`src/rtl/rr_index_arbiter.sv`:
```
// -----------------------------------------------------------------------------
// rr_index_arbiter
//
// Round-robin arbiter for eight level-sensitive request lines. The winner is
// presented as a registered 3-bit index plus a valid flag, ready to drive a
// 3-to-8 decoder whose one-hot output is gated by `valid`. Every grant is
// followed by at least one idle cycle, so decoded enables never overlap.
//
// Parameters:
//   MAX_HOLD  maximum grant tenure in clock cycles (legal range 2..255)
//
// Ports:
//   clk      in   1  system clock, rising edge
//   rst_n    in   1  asynchronous active-low reset
//   req      in   8  request lines, req[i] belongs to requester i
//   done     in   1  grantee release pulse, only looked at while valid=1
//   idx      out  3  index of the current or most recent grantee
//   valid    out  1  idx is an active grant
//   timeout  out  1  one-cycle pulse when a grant is revoked by tenure expiry
// -----------------------------------------------------------------------------
module rr_index_arbiter #(
  parameter int MAX_HOLD = 16
) (
  input  logic       clk,
  input  logic       rst_n,
  input  logic [7:0] req,
  input  logic       done,
  output logic [2:0] idx,
  output logic       valid,
  output logic       timeout
);

  localparam int CW = $clog2(MAX_HOLD);
  localparam logic [CW-1:0] CNT_LAST = CW'(MAX_HOLD - 1);

  localparam logic ST_IDLE  = 1'b0;
  localparam logic ST_GRANT = 1'b1;

  logic          state_q, state_d;
  logic [2:0]    ptr_q, ptr_d;
  logic [CW-1:0] cnt_q, cnt_d;
  logic [2:0]    idx_q, idx_d;
  logic          timeout_q, timeout_d;

  logic [15:0]   req_dbl;
  logic [7:0]    req_rot;
  logic [2:0]    win_off;
  logic [2:0]    winner;

  logic          req_held;
  logic          expired;
  logic          release_grant;

  // Rotate the request vector so the pointer position lands at bit 0, then
  // pick the lowest set bit. The downward loop lets the lowest index win.
  // Adding the offset back to the pointer wraps naturally in 3 bits.
  always_comb begin
    req_dbl = {req, req};
    req_rot = req_dbl[{1'b0, ptr_q} +: 8];
    win_off = 3'd0;
    for (int i = 7; i >= 0; i--) begin
      if (req_rot[i]) begin
        win_off = 3'(i);
      end
    end
    winner = ptr_q + win_off;
  end

  // Release happens on done, on the grantee dropping its request, or when the
  // tenure counter reaches its last value. timeout is reserved for the case
  // where expiry is the only reason.
  always_comb begin
    req_held      = req[idx_q];
    expired       = (cnt_q == CNT_LAST);
    release_grant = done | ~req_held | expired;

    state_d   = state_q;
    ptr_d     = ptr_q;
    cnt_d     = cnt_q;
    idx_d     = idx_q;
    timeout_d = 1'b0;

    if (state_q == ST_IDLE) begin
      if (req != 8'd0) begin
        idx_d   = winner;
        cnt_d   = '0;
        state_d = ST_GRANT;
      end
    end else begin
      if (release_grant) begin
        ptr_d     = idx_q + 3'd1;
        state_d   = ST_IDLE;
        timeout_d = expired & ~done & req_held;
      end else begin
        cnt_d = cnt_q + CW'(1);
      end
    end
  end

  always_ff @(posedge clk or negedge rst_n) begin
    if (!rst_n) begin
      state_q   <= ST_IDLE;
      ptr_q     <= 3'd0;
      cnt_q     <= '0;
      idx_q     <= 3'd0;
      timeout_q <= 1'b0;
    end else begin
      state_q   <= state_d;
      ptr_q     <= ptr_d;
      cnt_q     <= cnt_d;
      idx_q     <= idx_d;
      timeout_q <= timeout_d;
    end
  end

  // valid is exactly the GRANT state flop, so it stays a registered output.
  assign idx     = idx_q;
  assign valid   = (state_q == ST_GRANT);
  assign timeout = timeout_q;

endmodule

```
`config.mk`:
```
export PLATFORM = sky130hd
export DESIGN_NAME = rr_index_arbiter
export DESIGN_NICKNAME = d
export VERILOG_FILES = /design/src/rtl/rr_index_arbiter.sv
export SDC_FILE = /design/constraint.sdc
export NUM_CORES = 1
export LEC_CHECK = 0
export ABC_AREA = 1
export BUFFER_PORTS_ARGS = -buffer_cell sky130_fd_sc_hd__buf_2
export CORE_ASPECT_RATIO = 0.8
export CORE_UTILIZATION = 57
export CTS_BUF_LIST = sky130_fd_sc_hd__clkbuf_16
export DETAILED_ROUTE_END_ITERATION = 6
export GPL_ROUTABILITY_DRIVEN = 0
export PLACE_DENSITY = 0.79
export SYNTH_ARGS = -nofsm -noshare
export SYNTH_HDL_FRONTEND = slang
export SYNTH_SLANG_ARGS = --single-unit
```
`constraint.sdc`:
```
create_clock -name clk -period 2.5 [get_ports clk]
set_input_delay 0.5 -clock clk [delete_from_list [all_inputs] [get_ports clk]]
set_output_delay 0.5 -clock clk [all_outputs]
set_load 0.1 [all_outputs]
```
==> metrics.md <==
| Metric | Value |
|---|---|
| Status | `completed` |
| R2R setup slack | `0.1 ns` |
| Slowest-stage cell, CP | `dfrtp_2` |
| Worst EP required | `2.62 ns` |
| Layout cells sized above 1 | `36.1%` |
| Total CTS buffers | `3` |
| Num rows | `14` |
| Fin util | `76.5%` |
| Final Hold Fails | `0` |
| Die width | `53.9 um` |
| Worst Path Buf+Inv | `3` |
| TritonCTS clock tree | `done` |
| Minimum clock period | `2.40 ns` |
| Syn_nets | `191` |
| DIE AREA | `2350 um^2` |
| Post-Place Cell Area | `1370 um^2` |
| I/O pin count | `16` |
| Worst-skew pair later-pin latency | `0.24 ns` |
| Synth Cell Area | `1230 um^2` |
| Ant. Diodes | `0` |
| Max incr delay on CP | `0.42 ns` |
| Area leader, netlist | `dfrtp_1` |
| RSZ-0062 raised after global routing | `yes` |
| Synth warn | `0` |
| Worst EP arrival | `around 2.5 ns` |
| CP most frequent cell | `nand2_1` |
| Syn-to-layout area delta | `22.1%` |
| H-tree Lvls | `1` |
| Initial Utilization | `between 60 and 70%` |
| DRC | `0` |
| Static leakage | `0.000785 uW` |
| Post-Synthesis Cells | `176` |
| Detail Route Antenna Nets | `0` |
| Register area share after synthesis | `24.4%` |
| Max Root-Sink Buffers | `2` |
| Post-synthesis cell type count | `28` |
| Final setup fails | `0` |
| CTS Sinks | `12` |
| Initial DRC Count | `38` |
| Wire per inst | `14.0 um` |
| #FFs+latches synth | `12` |
| Vias in the first global route | `1161` |
| TritonRoute pass-1 iters | `4` |
| Hold Buf Count CTS | `0` |
| Rel. slew slack | `67.9%` |
| Worst Setup End Kind | `register` |
| PD cells | `1570 nW/um^2` |
| Vias | `1278` |
| Post-Route WL | `3170 um` |
| Power Total | `2350 uW` |
| Setup TNS | `0 ns` |
| Place WS | `-0.0183 ns` |
| Design area | `1500 um^2` |
| Routed vias/inst | `5.65` |
| Final #Nets | `219` |
| Final period util | `96.2%` |
| Port bufs | `15` |
| F_max | `~420 MHz` |
| Core Area | `1960 um^2` |
| Worst hold path class | `in -> async` |
| Total grt overflow | `0` |
| Max VDD drop | `roughly 0.0016 V` |
| Largest cells by area after synthesis | `dfrtp_1, nand2_1, nand3_1, nand3_2, nand2_2` |
| CP Class | `reg -> reg` |
| Overall die height | `43.5 um` |
| Worst setup SP type | `register` |
| Max FO, Critical Path | `5` |
| Final HPWL DP | `2310 um` |
| First-pass GRT wire length | `just under 5000 um` |
| Largest net degree at the start of global routing | `13` |
| Max cap viols | `0` |
| Post-Syn Area per Cell | `about 7 um^2` |
| Clock skew | `0.00381 ns` |
| Delay-heaviest family, CP | `simple AND/OR/NAND/NOR gates` |
| Antenna violations before repair | `0` |
| Actual slew at the worst max-slew pin | `0.485 ns` |
| PnR worst setup slack | `0.0951 ns` |
| Slew Viols, Final | `0` |
| Tot GR Track Use | `28.9%` |
| Critical path, cell by cell | `buf_2 -> nand2_2 -> nand3_2 -> nand2_2 -> nand2_1 -> nand2_1 -> nand2_1 -> nand2_1 -> nand2_1 -> nand2_1 -> nand2_1 -> a21oi_2 -> ha_2 -> inv_1 -> fa_2 -> xor2_1 -> inv_1 -> nand3_1 -> nand3_1 -> nand2_1` |
| Root Driver | `clkbuf_16` |
| Reg clk slew, reported paths | `0.04 ns` |
| Synth top area share | `24.4%` |
## area by class of cell
| type | count | area, um^2 |
|---|---|---|
| Clock buffer | 3 | 75.1 |
| Tap cell | 24 | 30.0 |
| Timing Repair Buffer | 26 | 180 |
| Fill cell | 144 | 462 |
| Multi-Input combinational cell | 148 | 846 |
| Inverter | 13 | 66.3 |
| Sequential cell | 12 | 303 |
## flip-flops by register name (all words and copies together), names as in the netlist
name,count
valid,1
cnt_q,4
ptr_q,3
idx,3
timeout,1
## cells in the mapped netlist, drive strengths merged
library cell  instances
nor3                  2
nand3b                1
o21ai                10
nand2                74
and2                  1
ha                    3
o21bai                1
a21oi                 1
inv                  13
fa                    1
nand4                 2
nand3                35
nor2                 13
dfrtp                12
buf                   3
xor2                  2
xnor2                 2
## power by group
part | total [uW] | switching (uW) | internal, uW
Clock | 284 | 76.6 | 208
Combinational | 1670 | 1090 | 579
Sequential | 397 | 125 | 272
## layer usage
metal / part of all wire [%] / wire length [um] / track usage, % / vias up
met4: 0.95 / 30 / 7.37 / 0
met3: 7.4 / 235 / 6.32 / 4
li1: - / - / - / 631
met1: 46 / 1440 / 38.5 / 590
met5: 0 / 0 / 0 / -
met2: 46 / 1460 / 47.2 / 53
## placed cells by master, fill, tap and decap left out, drive strengths merged
cell	count
dfrtp	12
xnor2	2
nand3b	1
ha	3
clkinv	1
nand3	35
xor2	2
nor3	2
nand4	2
buf	26
o21ai	10
fa	1
and2	1
o21bai	1
clkbuf	3
nand2	74
a21oi	1
inv	12
nor2	13
## metrics by stage
| stage | hold slack (ns) | std cells |
|---|---|---|
| 4_1_cts | 0.147 | 224 |
| 3_3_place_gp | 0.386 | 221 |
| 3_5_place_dp | 0.395 | 221 |
| 6_report | 0.138 | 226 |
| 5_1_grt | 0.161 | 226 |
| 2_1_floorplan | 0.204 | 176 |
## cell families (layout without fill, tap and decap cells)
group / count (synthesis) / count (layout) / share of synthesized area (%)
AOI/OAI and AO/OA: 12 / 12 / 6.01
xor gates and xnor gates: 4 / 4 / 2.85
adders and majority gates: 4 / 4 / 4.68
buffers and inverters: 16 / 42 / 8.45
DFF: 12 / 12 / 24.4
and+or+nand+nor: 128 / 128 / 53.6
## final timing paths
path	startpoint	to	cells past startpoint
max	ptr_q[0]	idx[2]	20
min	rst_n	cnt_q[2]	1
max reg2reg	ptr_q[0]	idx[2]	20
min reg2reg	cnt_q[3]	cnt_q[3]	2
max in group asynchronous	rst_n	ptr_q[0]	1
min in group clk	cnt_q[3]	cnt_q[3]	2
## timing repair
action | 4_1_cts | 5_1_grt
setup endpoints to repair | 1 | 1
gates cloned | 0 | 0
resized for setup | 1 | 10
setup buffers | 0 | 2
pin swaps | 0 | 2
(Power assumes the default switching activity.)
